$ cat src/rtl/gpio_seg7_ctrl.sv
`default_nettype none
// ============================================================================
// Module   : gpio_seg7_ctrl
// Purpose  : Queues processor GPIO writes in a small FIFO and shows each value
//            on eight active-low seven-segment digits for a guaranteed minimum
//            dwell time, so back-to-back writes remain visible.
// Ports    : clk, rst_n (async, active-low)
//            gpio_i[31:0], we_gpio_i          - GPIO write port
//            hex0_o..hex7_o[6:0]              - segments {g,f,e,d,c,b,a}, active-low
//            shown_value_o[31:0]              - value currently displayed
//            busy_o, fifo_full_o, drop_cnt_o  - status
// Options  : SEG7_LEADING_ZERO_BLANK_EN - blank digits above the most
//            significant non-zero nibble (hex0 never blanked).
// Revision : 1.0 - initial release
// ============================================================================
module gpio_seg7_ctrl #(
   parameter int FIFO_DEPTH   = 4,
   parameter int DWELL_CYCLES = 1000,
   parameter int DWELL_W      = 16
) (
   input  logic        clk,
   input  logic        rst_n,
   input  logic [31:0] gpio_i,
   input  logic        we_gpio_i,
   output logic [6:0]  hex0_o,
   output logic [6:0]  hex1_o,
   output logic [6:0]  hex2_o,
   output logic [6:0]  hex3_o,
   output logic [6:0]  hex4_o,
   output logic [6:0]  hex5_o,
   output logic [6:0]  hex6_o,
   output logic [6:0]  hex7_o,
   output logic [31:0] shown_value_o,
   output logic        busy_o,
   output logic        fifo_full_o,
   output logic [7:0]  drop_cnt_o
);

   localparam int               c_AW         = $clog2(FIFO_DEPTH);
   localparam logic [DWELL_W-1:0] c_DWELL_LOAD = DWELL_W'(DWELL_CYCLES - 1);
   localparam logic [6:0]       c_SEG_ZERO   = 7'b1000000;

   typedef enum logic [0:0] {
      ST_IDLE = 1'b0,
      ST_HOLD = 1'b1
   } state_t;

   function automatic logic [6:0] seg7_dec(input logic [3:0] nib);
      logic [6:0] seg;
      case (nib)
         4'h0: seg = 7'b1000000;
         4'h1: seg = 7'b1111001;
         4'h2: seg = 7'b0100100;
         4'h3: seg = 7'b0110000;
         4'h4: seg = 7'b0011001;
         4'h5: seg = 7'b0010010;
         4'h6: seg = 7'b0000010;
         4'h7: seg = 7'b1111000;
         4'h8: seg = 7'b0000000;
         4'h9: seg = 7'b0011000;
         4'hA: seg = 7'b0001000;
         4'hB: seg = 7'b0000011;
         4'hC: seg = 7'b1000110;
         4'hD: seg = 7'b0100001;
         4'hE: seg = 7'b0000110;
         default: seg = 7'b0001110;
      endcase
      return seg;
   endfunction

   // FIFO storage and pointers (extra MSB distinguishes full from empty)
   logic [31:0]        r_mem [FIFO_DEPTH];
   logic [c_AW:0]      r_wr_ptr;
   logic [c_AW:0]      r_rd_ptr;
   state_t             r_state;
   state_t             w_state_next;
   logic [DWELL_W-1:0] r_cnt;
   logic [DWELL_W-1:0] w_cnt_next;
   logic [31:0]        r_shown;
   logic [6:0]         r_hex [8];
   logic [6:0]         w_next_hex [8];
   logic [7:0]         r_drop_cnt;
   logic               w_empty;
   logic               w_full;
   logic               w_pop;
   logic               w_push;
   logic               w_drop;
   logic [31:0]        w_head;

   assign w_empty = (r_wr_ptr == r_rd_ptr);
   assign w_full  = (r_wr_ptr[c_AW-1:0] == r_rd_ptr[c_AW-1:0]) &&
                    (r_wr_ptr[c_AW] != r_rd_ptr[c_AW]);
   assign w_head  = r_mem[r_rd_ptr[c_AW-1:0]];

   // A pop frees a slot in the same cycle, so a full FIFO can still accept.
   assign w_push  = we_gpio_i && (!w_full || w_pop);
   assign w_drop  = we_gpio_i && w_full && !w_pop;

   // ---------------------------------------------------------------- FSM
   always_ff @(posedge clk or negedge rst_n) begin
      if (!rst_n) begin
         r_state <= ST_IDLE;
         r_cnt   <= '0;
      end else begin
         r_state <= w_state_next;
         r_cnt   <= w_cnt_next;
      end
   end

   always_comb begin
      w_state_next = r_state;
      w_cnt_next   = r_cnt;
      w_pop        = 1'b0;
      case (r_state)
         ST_IDLE: begin
            if (!w_empty) begin
               w_pop        = 1'b1;
               w_cnt_next   = c_DWELL_LOAD;
               w_state_next = ST_HOLD;
            end
         end
         ST_HOLD: begin
            if (r_cnt != '0) begin
               w_cnt_next = r_cnt - 1'b1;
            end else if (!w_empty) begin
               w_pop      = 1'b1;
               w_cnt_next = c_DWELL_LOAD;
            end else begin
               w_state_next = ST_IDLE;
            end
         end
         default: w_state_next = ST_IDLE;
      endcase
   end

   // ---------------------------------------------------------------- FIFO
   always_ff @(posedge clk) begin
      if (w_push) begin
         r_mem[r_wr_ptr[c_AW-1:0]] <= gpio_i;
      end
   end

   always_ff @(posedge clk or negedge rst_n) begin
      if (!rst_n) begin
         r_wr_ptr   <= '0;
         r_rd_ptr   <= '0;
         r_drop_cnt <= '0;
      end else begin
         if (w_push) r_wr_ptr <= r_wr_ptr + 1'b1;
         if (w_pop)  r_rd_ptr <= r_rd_ptr + 1'b1;
         if (w_drop && (r_drop_cnt != 8'hFF)) r_drop_cnt <= r_drop_cnt + 1'b1;
      end
   end

   // ---------------------------------------------------------------- decode
   for (genvar k = 0; k < 8; k++) begin : g_digit
      logic [6:0] w_seg;
      assign w_seg = seg7_dec(w_head[4*k +: 4]);
`ifdef SEG7_LEADING_ZERO_BLANK_EN
      if (k == 0) begin : g_lsd
         assign w_next_hex[k] = w_seg;
      end else begin : g_msd
         // Blank when this nibble and everything above it is zero.
         assign w_next_hex[k] = (w_head[31:4*k] == '0) ? 7'b1111111 : w_seg;
      end
`else
      assign w_next_hex[k] = w_seg;
`endif
   end

   always_ff @(posedge clk or negedge rst_n) begin
      if (!rst_n) begin
         r_shown <= '0;
         for (int i = 0; i < 8; i++) r_hex[i] <= c_SEG_ZERO;
      end else if (w_pop) begin
         r_shown <= w_head;
         for (int i = 0; i < 8; i++) r_hex[i] <= w_next_hex[i];
      end
   end

   assign hex0_o        = r_hex[0];
   assign hex1_o        = r_hex[1];
   assign hex2_o        = r_hex[2];
   assign hex3_o        = r_hex[3];
   assign hex4_o        = r_hex[4];
   assign hex5_o        = r_hex[5];
   assign hex6_o        = r_hex[6];
   assign hex7_o        = r_hex[7];
   assign shown_value_o = r_shown;
   assign busy_o        = (r_state == ST_HOLD) || !w_empty;
   assign fifo_full_o   = w_full;
   assign drop_cnt_o    = r_drop_cnt;

endmodule
`default_nettype wire

$ cat config.mk
export PLATFORM = sky130hd
export DESIGN_NAME = gpio_seg7_ctrl
export DESIGN_NICKNAME = d
export VERILOG_FILES = /design/src/rtl/gpio_seg7_ctrl.sv
export SDC_FILE = /design/constraint.sdc
export NUM_CORES = 1
export LEC_CHECK = 0
export ABC_AREA = 1
export ABC_CLOCK_PERIOD_IN_PS = 6300
export CORE_MARGIN = 1.5
export CORE_UTILIZATION = 45
export CTS_CLUSTER_DIAMETER = 60
export DETAILED_ROUTE_END_ITERATION = 6
export PLACE_DENSITY = 0.77
export SYNTH_ARGS = -nofsm -noshare
export SYNTH_HDL_FRONTEND = slang
export SYNTH_SLANG_ARGS = --single-unit
$ cat constraint.sdc
create_clock -name clk -period 6.3 [get_ports clk]
set_input_delay 1.575 -clock clk [delete_from_list [all_inputs] [get_ports clk]]
set_output_delay 1.575 -clock clk [all_outputs]
set_load 0.01 [all_outputs]
# Word-level counts from Yosys, hierarchy flattened
# Memories as Yosys holds them, arrays and structs flattened. A register that Yosys moved wholly into a read port is not among the register bits.
# Index checks and enable logic that the tools add are counted.
# classes
eq_ne,4
div,0
mul,0
n_addsub,4
n_reduce_logical,19
bitwise_logic,1
mux,10
shifts,0
magnitude_cmp,0
# op_table
op,n
2-to-1 mux 16 bit,2
one-hot mux 16 bit (2 select lines),1
nonzero test 16 bit,1
subtractor 16 x 1 -> 16 bit (second input constant),1
logical NOT 1 bit,11
adder 8 x 1 -> 8 bit (second input constant),1
inequality test 8 bit (second input constant),1
adder 3 x 1 -> 3 bit (second input constant),2
logical AND 1 bit,5
2-to-1 mux 1 bit,5
one-hot mux 1 bit (2 select lines),2
== test 3 bit,1
== test 2 bit,1
logical OR 1 bit,2
inequality test 1 bit,1
NOT 1 bit,1
# word_totals
wordCells,53
n_memories,9
mem_bits_rw,128
register_bits,63
latchBits,0
in_bits,35
rom_bits,896
output_inout_bits,98
# memory_table
memory,words,width,read_ports,rd_clocked_by_memory_dff,wr,line_no,source
r_mem,4,32,1,0,1,72,logic [31:0] r_mem [FIFO_DEPTH];
(name not given),16,7,1,1,0,50,case (nib)
(name not given),16,7,1,1,0,50,
(name not given),16,7,1,1,0,50,
(name not given),16,7,1,1,0,50,
(name not given),16,7,1,1,0,50,
+3 memories,n/a,n/a,n/a,n/a,n/a,n/a,

# Logic depth before layout (Yosys ltp)
# Gate-level depths: netlist of the first run.
# logic_depth
ltp_word,8
ltp_mapped,14
depth_no_buf,12

# Least setup slack after synthesis of the first run
# OpenSTA, ideal clock, no wires.
# synth_timing
kind,input-to-reg
from,in we_gpio_i
to,mem r_mem[0][0] (enable)
setup_time_ps,421
t_required_ps,5879
t_arrival_ps,3076
stages,2
path_buffers,0
path_slack_ps,2803
cell_sequence,nand2_1 > nor2_1
# synth_between
elab_chain_cells,3
# synth_rtl
item,line_no,source
start: declaration,24,"input logic we_gpio_i,"
logical AND 1 bit,96,assign w_push = we_gpio_i && (!w_full || w_pop);
2-to-1 mux 1 bit,138,if (w_push) begin
2-to-1 mux 1 bit (implied by the code),139,r_mem[r_wr_ptr[c_AW-1:0]] <= gpio_i;
end: declaration,72,
# No other way between the ends.

# Worst setup path after layout of the first run
# layout_timing
from,reg r_rd_ptr[0]
to,out busy_o
# layout_between
elab_chain_cells,3
# layout_rtl
item,line_no,source
start: declaration,74,logic [c_AW:0] r_rd_ptr;
start signal: assignment,150,if (w_pop) r_rd_ptr <= r_rd_ptr + 1'b1;
== test 3 bit,90,assign w_empty = (r_wr_ptr == r_rd_ptr);
logical NOT 1 bit,190,assign busy_o = (r_state == ST_HOLD) || !w_empty;
logical OR 1 bit,190,
end: declaration,34,"output logic busy_o,"
# No other way between the ends.

==> results of run 1 <==
==> flip-flops by register name (all words and copies together) (netlist names) <==
register / count
r_cnt: 16
r_state: 1
hex1_o: 7
r_wr_ptr: 3
hex0_o: 7
r_rd_ptr: 3
hex3_o: 7
shown_value_o: 32
hex7_o: 7
drop_cnt_o: 8
hex2_o: 7
r_mem: 128
hex6_o: 7
hex4_o: 7
hex5_o: 7
==> metal layers <==
metal	track usage [%]	up-vias	wire (um)
met4	6.35	0	608
met5	0	-	0
met2	30.7	262	12500
met1	26.8	4443	12500
met3	2.62	45	1350
li1	-	4589	-
==> kinds of logic (layout without fill, tap and decap cells) <==
group / Yosys count / in the layout
adders and majority gates: 48 / 48
xor gates and xnor gates: 21 / 21
and+or+nand+nor: 830 / 830
DFF: 247 / 247
buffers and inverters: 126 / 265
AOI/OAI and AO/OA: 57 / 57
==> stage by stage <==
stage	cell area, um^2	setup WS (ns)	utilization (%)	power [mW]	hold slack (ns)
after global placement	13700	2.55	51.2	5.36	0.459
final	14600	1.99	54.6	7.03	0.469
after global routing	14600	1.76	54.6	7.56	0.489
after floorplan	12200	2.80	-	4.45	0.472
after detailed placement	13700	2.52	51.2	5.45	0.458
after CTS	14600	1.96	54.6	7.06	0.471
==> cell usage after synthesis (all sizes together) <==
library cell | count | area, um^2
nand2 | 557 | 2180
nand3 | 218 | 1220
edfxtp | 128 | 3840
dfrtp | 111 | 2780
inv | 80 | 303
o21ai | 55 | 275
ha | 48 | 601
nor2 | 43 | 181
buf | 37 | 266
xor2 | 18 | 158
clkbuf | 8 | 30.0
dfstp | 8 | 210
nand3b | 6 | 45.0
nand4 | 3 | 18.8
nor3 | 3 | 15.0
xnor2 | 3 | 33.8
a31oi | 1 | 6.26
clkinv | 1 | 3.75
o22ai | 1 | 6.26
==> worst max path at each step <==
stage	from	endpoint	cells past startpoint
final	r_rd_ptr[0]$_DFFE_PN0P_	busy_o	6
after global routing	r_rd_ptr[0]$_DFFE_PN0P_	busy_o	6
after CTS	r_rd_ptr[0]$_DFFE_PN0P_	busy_o	6
after detailed placement	we_gpio_i	r_mem[3][9]$_DFFE_PP_	3
after global placement	r_rd_ptr[0]$_DFFE_PN0P_	busy_o	6
after floorplan	we_gpio_i	r_mem[0][0]$_DFFE_PP_	2
==> critical path: stages (launching register included) <==
cell	delay [ns]
dfrtp_2	0.35
buf_4	0.54
xnor2_1	0.25
nand3_2	0.19
nor2_2	0.29
inv_2	0.08
clkdlybuf4s50_1	0.48
==> cell type report <==
class	count	area share, %
multi-input cells	956	32.7
flip-flops and latches	247	46.8
repair buffers	135	9.19
well taps	341	2.92
clock inverters	20	1.53
clock buffers	29	4.68
inverters	81	2.10
==> report_power, final <==
group / total (mW) / internal, mW / leakage, nW / switching (mW)
Sequential: 2.38 / 2.16 / 2.68 / 0.223
Clock: 1.58 / 0.952 / 0.427 / 0.632
Combinational: 3.06 / 1.12 / 3.50 / 1.95
Total: 7.03 / 4.23 / 6.60 / 2.80
==> metrics, run 1 <==
pin slew with the least headroom to its limit=1.09 ns; Worst R2R Path Depth=7; Worst Path Arrival=2.73 ns; Routed Antenna Nets=0; HPWL after DPL=17900 um; DRT iter0 DRCs=773; final cell count without fillers=1809; Tot GR Track Use=19.1%; die area=28100 um^2; crit start category=flip-flop; starting density of the core=45.6%; # Post-CTS Setup Buffers=0; io pins=133; initial antenna violation count=0; Worst Hold Path EP=hex0_o[6]$_DFFE_PN1P_; first-pass GRT wire length=43700 um; layout net count=1531; Die Ht=168 um; max-cap violations=0; simple-gate share of the synthesized area=30.1%; Syn Inst Count=1329; diode count=0; Static Leak=6.60 nW; synth unique cells=35; final hold vios=0; commonest cells after routing, fill and taps aside=538 x nand2_1, 193 x nand3_1, 131 x clkdlybuf4s50_1, 128 x edfxtp_1, 110 x dfrtp_1; clock sink count=247; CTS buffer count=27; remaining global-route overflow=0; filler cell count=2311; Reg2Reg Launch Point=r_rd_ptr[0]$_DFFE_PN0P_; WL/cell=14.9 um; Synth Net Count=1412; crit end category=primary output; cts repair resizes=0; fin crit period=4.31 ns; xor/xnor cell area share of the yosys netlist=1.57%; via/cell ratio=5.16; critical path class=flip-flop to primary output; r2r setup slk=3.18 ns; Critical Path RT=4.72 ns; HP Class=flip-flop to flip-flop; Rel. slew slack=27.0%; hold buffers post-CTS=0; register area=6830 um^2; combinational family with the most area after synthesis=simple AND/OR/NAND/NOR gates; core area=26700 um^2; PD cells=482 nW/um^2; f_max=232 MHz; Placer Congestion=0.848; Buffers on Ports=132; total iterations of the first detailed-routing run=7; vias in the first global route=8574; Routed WL=26900 um; H-tree depth=1; register bit total from synthesis=247; Sum Neg Setup Slack=0 ns; Hold Path Origin=hex0_o[6]$_DFFE_PN1P_; RSZ-0062 raised after global routing=false; DR vias=9339; area grow syn2layout=19.8%; post-synthesis mux area share=0%; Worst Skew=0.0145 ns; CTS Buffer Depth=3; Die Wd=168 um; worst reg2reg endpoint=r_mem[1][27]$_DFFE_PP_; outcome=completed; hold path depth=2; Synth Area in Compound Gates=2.36%; clock slew at reported path FFs=0.06 ns; Cell Rows=60; mapped cell area=12200 um^2; peak supply drop=0.200 mV; yosys warns=0; adder-cell share of the synthesized area=4.93%; # DRC=0; Final period util=68.3%; Setup-failing EPs final=0; TritonCTS clock tree=yes; syn avg cell area=9.16 um^2; largest net degree at the start of global routing=128; sequential area share after synthesis=56.1%; clock latency on the worst-skew pair=0.54 ns; clock root buffer=clkbuf_16; max-slew violation count=0; area of the multi-input gates=4770 um^2; dpl cells=1760; fraction of layout cells with a size suffix above 1=8.38%; most common cell after layout, fill and taps aside=nand2_1; CP max FO=67
No activity file was read; power rests on OpenSTA's default activity.
==> run 2: changes to the inputs <==
--- a/config.mk
+++ b/config.mk
@@ -6,7 +6,7 @@
 export NUM_CORES = 1
 export LEC_CHECK = 0
 export ABC_AREA = 1
-export ABC_CLOCK_PERIOD_IN_PS = 6300
+export ABC_CLOCK_PERIOD_IN_PS = 4170
 export CORE_MARGIN = 1.5
 export CORE_UTILIZATION = 45
 export CTS_CLUSTER_DIAMETER = 60
==> constraint.sdc (replaced) <==
create_clock -name clk -period 4.17 [get_ports clk]
set_input_delay 1.0425 -clock clk [delete_from_list [all_inputs] [get_ports clk]]
set_output_delay 1.0425 -clock clk [all_outputs]
set_load 0.01 [all_outputs]
==> metrics, run 2 (synthesized netlist as in run 1, its figures left out) <==
Internal Pwr Total=6.49 mW (+53%); die area=28100 um^2 (unchanged); Critical-path top delay cell=clkdlybuf4s50_1; fraction of layout cells with a size suffix above 1=8.68% (+0.31 points); crit end category=primary output; Top Family by Delay on Critical Path=buffers and inverters; met1 WL=12200 um (-1.9%); critical path class=flip-flop to primary output; TritonCTS clock tree=yes; most common cell after layout, fill and taps aside=nand2_1; Comb power frac=43.2% (-0.4 points); DR vias=9431 (+0.99%); WP depth=5 (-1); # DRC=0 (unchanged); Die Ht=168 um (unchanged); final hold vios=0 (unchanged); initial antenna violation count=0 (unchanged); CTS Buffer Depth=3 (unchanged); Sw Share=39.7% (-0.18 points); peak supply drop=0.425 mV (+110%); vias in the first global route=8842 (+3.1%); max-slew violation count=0 (unchanged); clock root buffer=clkbuf_16; Routed Antenna Nets=0 (unchanged); Worst Skew=0.0233 ns (+0.00877 ns); H-tree depth=1 (unchanged); final cell count without fillers=1815 (+0.33%); DRT iter0 DRCs=767 (-0.78%); largest net degree at the start of global routing=128 (unchanged); Post-DP Area=13700 um^2 (+0.42%); CP Capture Point=busy_o; crit start category=flip-flop; layout net count=1537 (+0.39%); Psw=4.27 mW (+52%); Max Used Layer=met4; Reg2Reg Launch Point=r_rd_ptr[1]$_DFFE_PN0P_; clock latency on the worst-skew pair=0.55 ns (about the same); Clock Power Share=23.2% (+0.7 points); max-cap violations=0 (unchanged); area of the multi-input gates=4770 um^2 (unchanged); RSZ-0062 raised after global routing=false; starting density of the core=45.6% (unchanged); CP Cell Sequence=xnor2_1 > nand3_2 > nor2_2 > inv_2 > clkdlybuf4s50_1; Rel. slew slack=46.8% (+20 points); fin crit period=3.35 ns; filler cell count=2277 (-1.5%); area grow syn2layout=20.5%; # Post-CTS Setup Buffers=0 (unchanged); Buffers on Ports=132 (unchanged); Die Wd=168 um (unchanged); Placer Congestion=0.928 (+9.5%); f_max=298 MHz; Routed WL=27100 um (+0.68%); r2r setup slk=1.47 ns (-1.71 ns); via/cell ratio=5.20 (+0.65%); outcome=completed; Cell Rows=60 (unchanged); cts repair resizes=0 (unchanged); total iterations of the first detailed-routing run=5 (-2); remaining global-route overflow=0 (unchanged); CTS buffer count=27 (unchanged); largest stage delay on the critical path=0.48 ns (-0.06 ns); Final Cell Area=14700 um^2 (+0.63%); clock sink count=247 (unchanged); worst path buffer plus inverter count=2 (-1); io pins=133 (unchanged); clock slew at reported path FFs=0.06 ns (about the same); Worst Path Arrival=2.31 ns (-0.42 ns); PD cells=733 nW/um^2 (+52%); worst reg2reg endpoint=hex2_o[3]$_DFFE_PN0P_; Final Power=10.8 mW (+53%); pin slew with the least headroom to its limit=0.799 ns (-0.296 ns); first-pass GRT wire length=43800 um (+0.32%); HPWL after DPL=18300 um (+2.1%); Flop pwr share=33.6% (-0.3 points); CP startpoint=r_wr_ptr[0]$_DFFE_PN0P_; Worst R2R Path Depth=12 (+5); metal2 WL=12700 um (+2.1%); CP max FO=7 (-90%); core area=26700 um^2 (unchanged); met3 WL=1500 um (+11%); Static Leak=6.66 nW (+0.99%); diode count=0 (unchanged); HP Class=flip-flop to flip-flop; Tot GR Track Use=19.2% (+0.10 points); number of flip-flops in the largest register=128 (unchanged); commonest cells after routing, fill and taps aside=538 x nand2_1, 193 x nand3_1, 131 x clkdlybuf4s50_1, 128 x edfxtp_1, 110 x dfrtp_1; Setup-failing EPs final=0 (unchanged); Sum Neg Setup Slack=0 ns (unchanged); hold buffers post-CTS=0 (unchanged); Critical Path RT=3.13 ns (-1.59 ns); WL/cell=14.9 um (+0.34%); dpl cells=1766 (+0.34%); Final period util=80.4%; register area=6830 um^2 (unchanged)
run 2: changes by cell type in the layout (fill, tap and decap cells not counted):
cell        before  now
clkbuf_1         2    4
inv_16           0    1
bufinv_16        4    5
clkinv_1         4    3
clkbuf_8         0    1
inv_8            1    0
buf_4            4    9
buf_12           0    1
inv_6            1    2
clkinvlp_4       5    1
run 2: power by group through the flow:
stage | Combinational, mW | Sequential, mW | Clock, mW
after global routing | 5.21 | 3.68 | 2.64
after CTS | 4.63 | 3.61 | 2.53
after global placement | 4.48 | 3.63 | 0
after detailed placement | 4.60 | 3.65 | 0
after floorplan | 3.01 | 3.72 | 0
final | 4.64 | 3.61 | 2.50
run 2: how the worst min path moves through the flow:
| stage | startpoint | to | slack (ns) | cells after the start |
|---|---|---|---|---|
| floorplan | r_cnt[15]$_DFF_PN0_ | r_cnt[15]$_DFF_PN0_ | 0.47 | 2 |
| global placement | hex3_o[6]$_DFFE_PN1P_ | hex3_o[6]$_DFFE_PN1P_ | 0.46 | 2 |
| detailed placement | hex0_o[6]$_DFFE_PN1P_ | hex0_o[6]$_DFFE_PN1P_ | 0.46 | 2 |
| CTS | hex7_o[6]$_DFFE_PN1P_ | hex7_o[6]$_DFFE_PN1P_ | 0.47 | 2 |
| global route | hex3_o[6]$_DFFE_PN1P_ | hex3_o[6]$_DFFE_PN1P_ | 0.49 | 2 |
| finish | hex2_o[6]$_DFFE_PN1P_ | hex2_o[6]$_DFFE_PN1P_ | 0.47 | 2 |
run 2: through the flow:
| stage | hold slack [ns] | setup slack [ns] | util, % |
|---|---|---|---|
| finish | 0.470 | 0.816 | 54.9 |
| global route | 0.486 | 0.667 | 54.9 |
| CTS | 0.473 | 0.788 | 54.9 |
| detailed placement | 0.462 | 1.23 | 51.4 |
| global placement | 0.459 | 1.29 | 51.4 |
| floorplan | 0.472 | 1.14 | - |
run 2: cell type report:
class	instances	share of cell area [%]
Sequential cell	247	46.5
Multi-Input combinational cell	956	32.5
Timing Repair Buffer	141	9.53
Clock buffer	32	4.80
Tap cell	341	2.91
Inverter	81	2.09
Clock inverter	17	1.61
run 2: worst min-delay path, delay by kind of cell, from the launching register on:
kind          cells  cell delay [ns]
flops             1             0.37
simple gates      2             0.11
run 2: layer usage:
| layer | GRT usage (%) | vias up |
|---|---|---|
| met1 | 26.5 | 4510 |
| met3 | 2.17 | 50 |
| li1 | - | 4598 |
| met4 | 5.60 | 0 |
| met2 | 32.2 | 273 |
| met5 | 0 | - |
==> run 3: changes to the inputs <==
--- a/config.mk
+++ b/config.mk
@@ -6,12 +6,12 @@
 export NUM_CORES = 1
 export LEC_CHECK = 0
 export ABC_AREA = 1
-export ABC_CLOCK_PERIOD_IN_PS = 4170
+export ABC_CLOCK_PERIOD_IN_PS = 2800
 export CORE_MARGIN = 1.5
 export CORE_UTILIZATION = 45
 export CTS_CLUSTER_DIAMETER = 60
 export DETAILED_ROUTE_END_ITERATION = 6
-export PLACE_DENSITY = 0.77
+export PLACE_DENSITY = 0.8
 export SYNTH_ARGS = -nofsm -noshare
 export SYNTH_HDL_FRONTEND = slang
 export SYNTH_SLANG_ARGS = --single-unit
==> constraint.sdc (replaced) <==
create_clock -name clk -period 2.8 [get_ports clk]
set_input_delay 0.7 -clock clk [delete_from_list [all_inputs] [get_ports clk]]
set_output_delay 0.7 -clock clk [all_outputs]
set_load 0.01 [all_outputs]
==> metrics, run 3 (synthesized netlist as in run 1, its figures left out) <==
Tot GR Track Use=19.8% (+0.57 points); Reg2Reg Launch Point=r_cnt[0]$_DFF_PN0_; vias in the first global route=9004 (+1.8%); commonest cells after routing, fill and taps aside=538 x nand2_1, 193 x nand3_1, 131 x clkdlybuf4s50_1, 128 x edfxtp_1, 110 x dfrtp_1; Worst Skew=0.0266 ns (+0.00326 ns); H-tree depth=1 (unchanged); final hold vios=0 (unchanged); layout net count=1546 (+0.59%); starting density of the core=45.6% (unchanged); CTS buffer count=26 (-3.7%); Routed WL=27800 um (+2.7%); total iterations of the first detailed-routing run=7 (+2); largest net degree at the start of global routing=75 (-41%); Rel. slew slack=54.2% (+7.5 points); max-cap violations=0 (unchanged); Final period util=96.6%; first-pass GRT wire length=45100 um (+3.0%); crit end category=primary output; PD cells=1080 nW/um^2 (+48%); crit start category=flip-flop; DRT iter0 DRCs=797 (+3.9%); Static Leak=6.71 nW (+0.72%); Critical-path top delay cell=clkdlybuf4s50_1; largest stage delay on the critical path=0.47 ns (about the same); clock root buffer=clkbuf_16; dpl cells=1775 (+0.51%); pin slew with the least headroom to its limit=0.686 ns (-0.112 ns); number of flip-flops in the largest register=128 (unchanged); Die Ht=168 um (unchanged); HP Class=primary input to async pin; clock slew at reported path FFs=0.06 ns (about the same); io pins=133 (unchanged); CP Cell Sequence=xor2_2 > inv_1 > nand3_2 > nor2_2 > inv_2 > clkdlybuf4s50_1; fin crit period=2.70 ns; WL/cell=15.2 um (+2.2%); Util after Layout=55.4% (+0.47 points); Critical Path RT=2.10 ns (-1.03 ns); most common cell after layout, fill and taps aside=nand2_1; # DRC=12 (+12); TritonCTS clock tree=yes; WP depth=6 (+1); CP Capture Point=busy_o; RSZ-0062 raised after global routing=false; CP startpoint=r_rd_ptr[2]$_DFFE_PN0P_; Worst R2R Path Depth=9 (-3); worst reg2reg endpoint=r_mem[0][1]$_DFFE_PP_; remaining global-route overflow=0 (unchanged); fraction of layout cells with a size suffix above 1=9.37% (+0.69 points); f_max=370 MHz; CTS Buffer Depth=3 (unchanged); r2r setup slk=0.41 ns (-1.06 ns); Buffers on Ports=132 (unchanged); DR vias=9477 (+0.49%); clock sink count=247 (unchanged); core area=26700 um^2 (unchanged); peak supply drop=0.506 mV (+19%); initial antenna violation count=0 (unchanged); Top Family by Delay on Critical Path=buffers and inverters; area grow syn2layout=21.6%; max-slew violation count=0 (unchanged); Setup-failing EPs final=0 (unchanged); Die Wd=168 um (unchanged); filler cell count=2279 (+0.088%); Sum Neg Setup Slack=0 ns (unchanged); die area=28100 um^2 (unchanged); failing checks=DRC; HPWL after DPL=19000 um (+4.2%); critical path class=flip-flop to primary output; Worst Path Arrival=2.00 ns (-0.31 ns); diode count=0 (unchanged); outcome=complete, but fails checks; Routed Antenna Nets=0 (unchanged); Placer Congestion=0.910 (-1.9%); final cell count without fillers=1824 (+0.50%); via/cell ratio=5.20 (about the same); Cell Rows=60 (unchanged); clock latency on the worst-skew pair=0.54 ns (about the same); worst path buffer plus inverter count=3 (+1); CP max FO=3 (-4)
[run 3: changes by cell type in the layout (fill, tap and decap cells not counted), moves of 2 or more]
cell       previous run  this run
buf_12                1         8
clkinv_2              4         1
bufinv_16             5         2
buf_4                 9        12
clkbuf_8              1         4
clkinv_4              1         3
[run 3: worst min-delay path by stage]
| stage | endpoint | cells past startpoint |
|---|---|---|
| 4_1_cts | shown_value_o[6]$_DFFE_PN0P_ | 1 |
| 3_3_place_gp | hex0_o[6]$_DFFE_PN1P_ | 2 |
| 5_1_grt | shown_value_o[6]$_DFFE_PN0P_ | 1 |
| 3_5_place_dp | hex0_o[6]$_DFFE_PN1P_ | 2 |
| 6_report | shown_value_o[6]$_DFFE_PN0P_ | 1 |
| 2_1_floorplan | drop_cnt_o[0]$_DFFE_PN0P_ | 0 |
[run 3: repair_timing]
action / 4_1_cts / 5_1_grt
hold endpoints to repair: 0 / 0
hold buffers: 0 / 0
endpoints found under the setup margin: 2 / 0
gates resized for setup: 2 / 0
buffers inserted: 1 / 0
[run 3: layer usage]
metal	routed length, um	track usage, %
met1	12400	27.2
met2	12900	32.1
met3	1760	3.05
met4	684	6.78
met5	0	0
[run 3: through the flow]
step / worst slack, ns / total power [mW] / instance area (um^2) / hold WS (ns)
global route: 0.00675 / 17.2 / 14800 / 0.139
global placement: 0.366 / 12.2 / 13900 / 0.459
CTS: 0.0719 / 16.0 / 14800 / 0.124
detailed placement: 0.359 / 12.4 / 13900 / 0.459
finish: 0.0959 / 16.0 / 14800 / 0.119
floorplan: -0.228 / 10.0 / 12200 / 0.404
[run 3: layout make-up]
cell class / count / area [um^2] / area share (%)
sequential: 247 / 6830 / 46.1
multi-input combinational: 956 / 4790 / 32.3
timing repair buffer: 151 / 1560 / 10.5
clock buffer: 34 / 742 / 5.01
tap: 341 / 427 / 2.88
inverter: 81 / 307 / 2.07
clock inverter: 14 / 148 / 0.997
[run 3: power breakdown]
part           internal [mW]  leakage [nW]  total [mW]  switching (mW)
Combinational           2.68          3.61        7.12            4.44
Clock                   2.06         0.426        3.50            1.44
Sequential              4.84          2.68        5.39           0.546
Total                   9.59          6.71        16.0            6.42
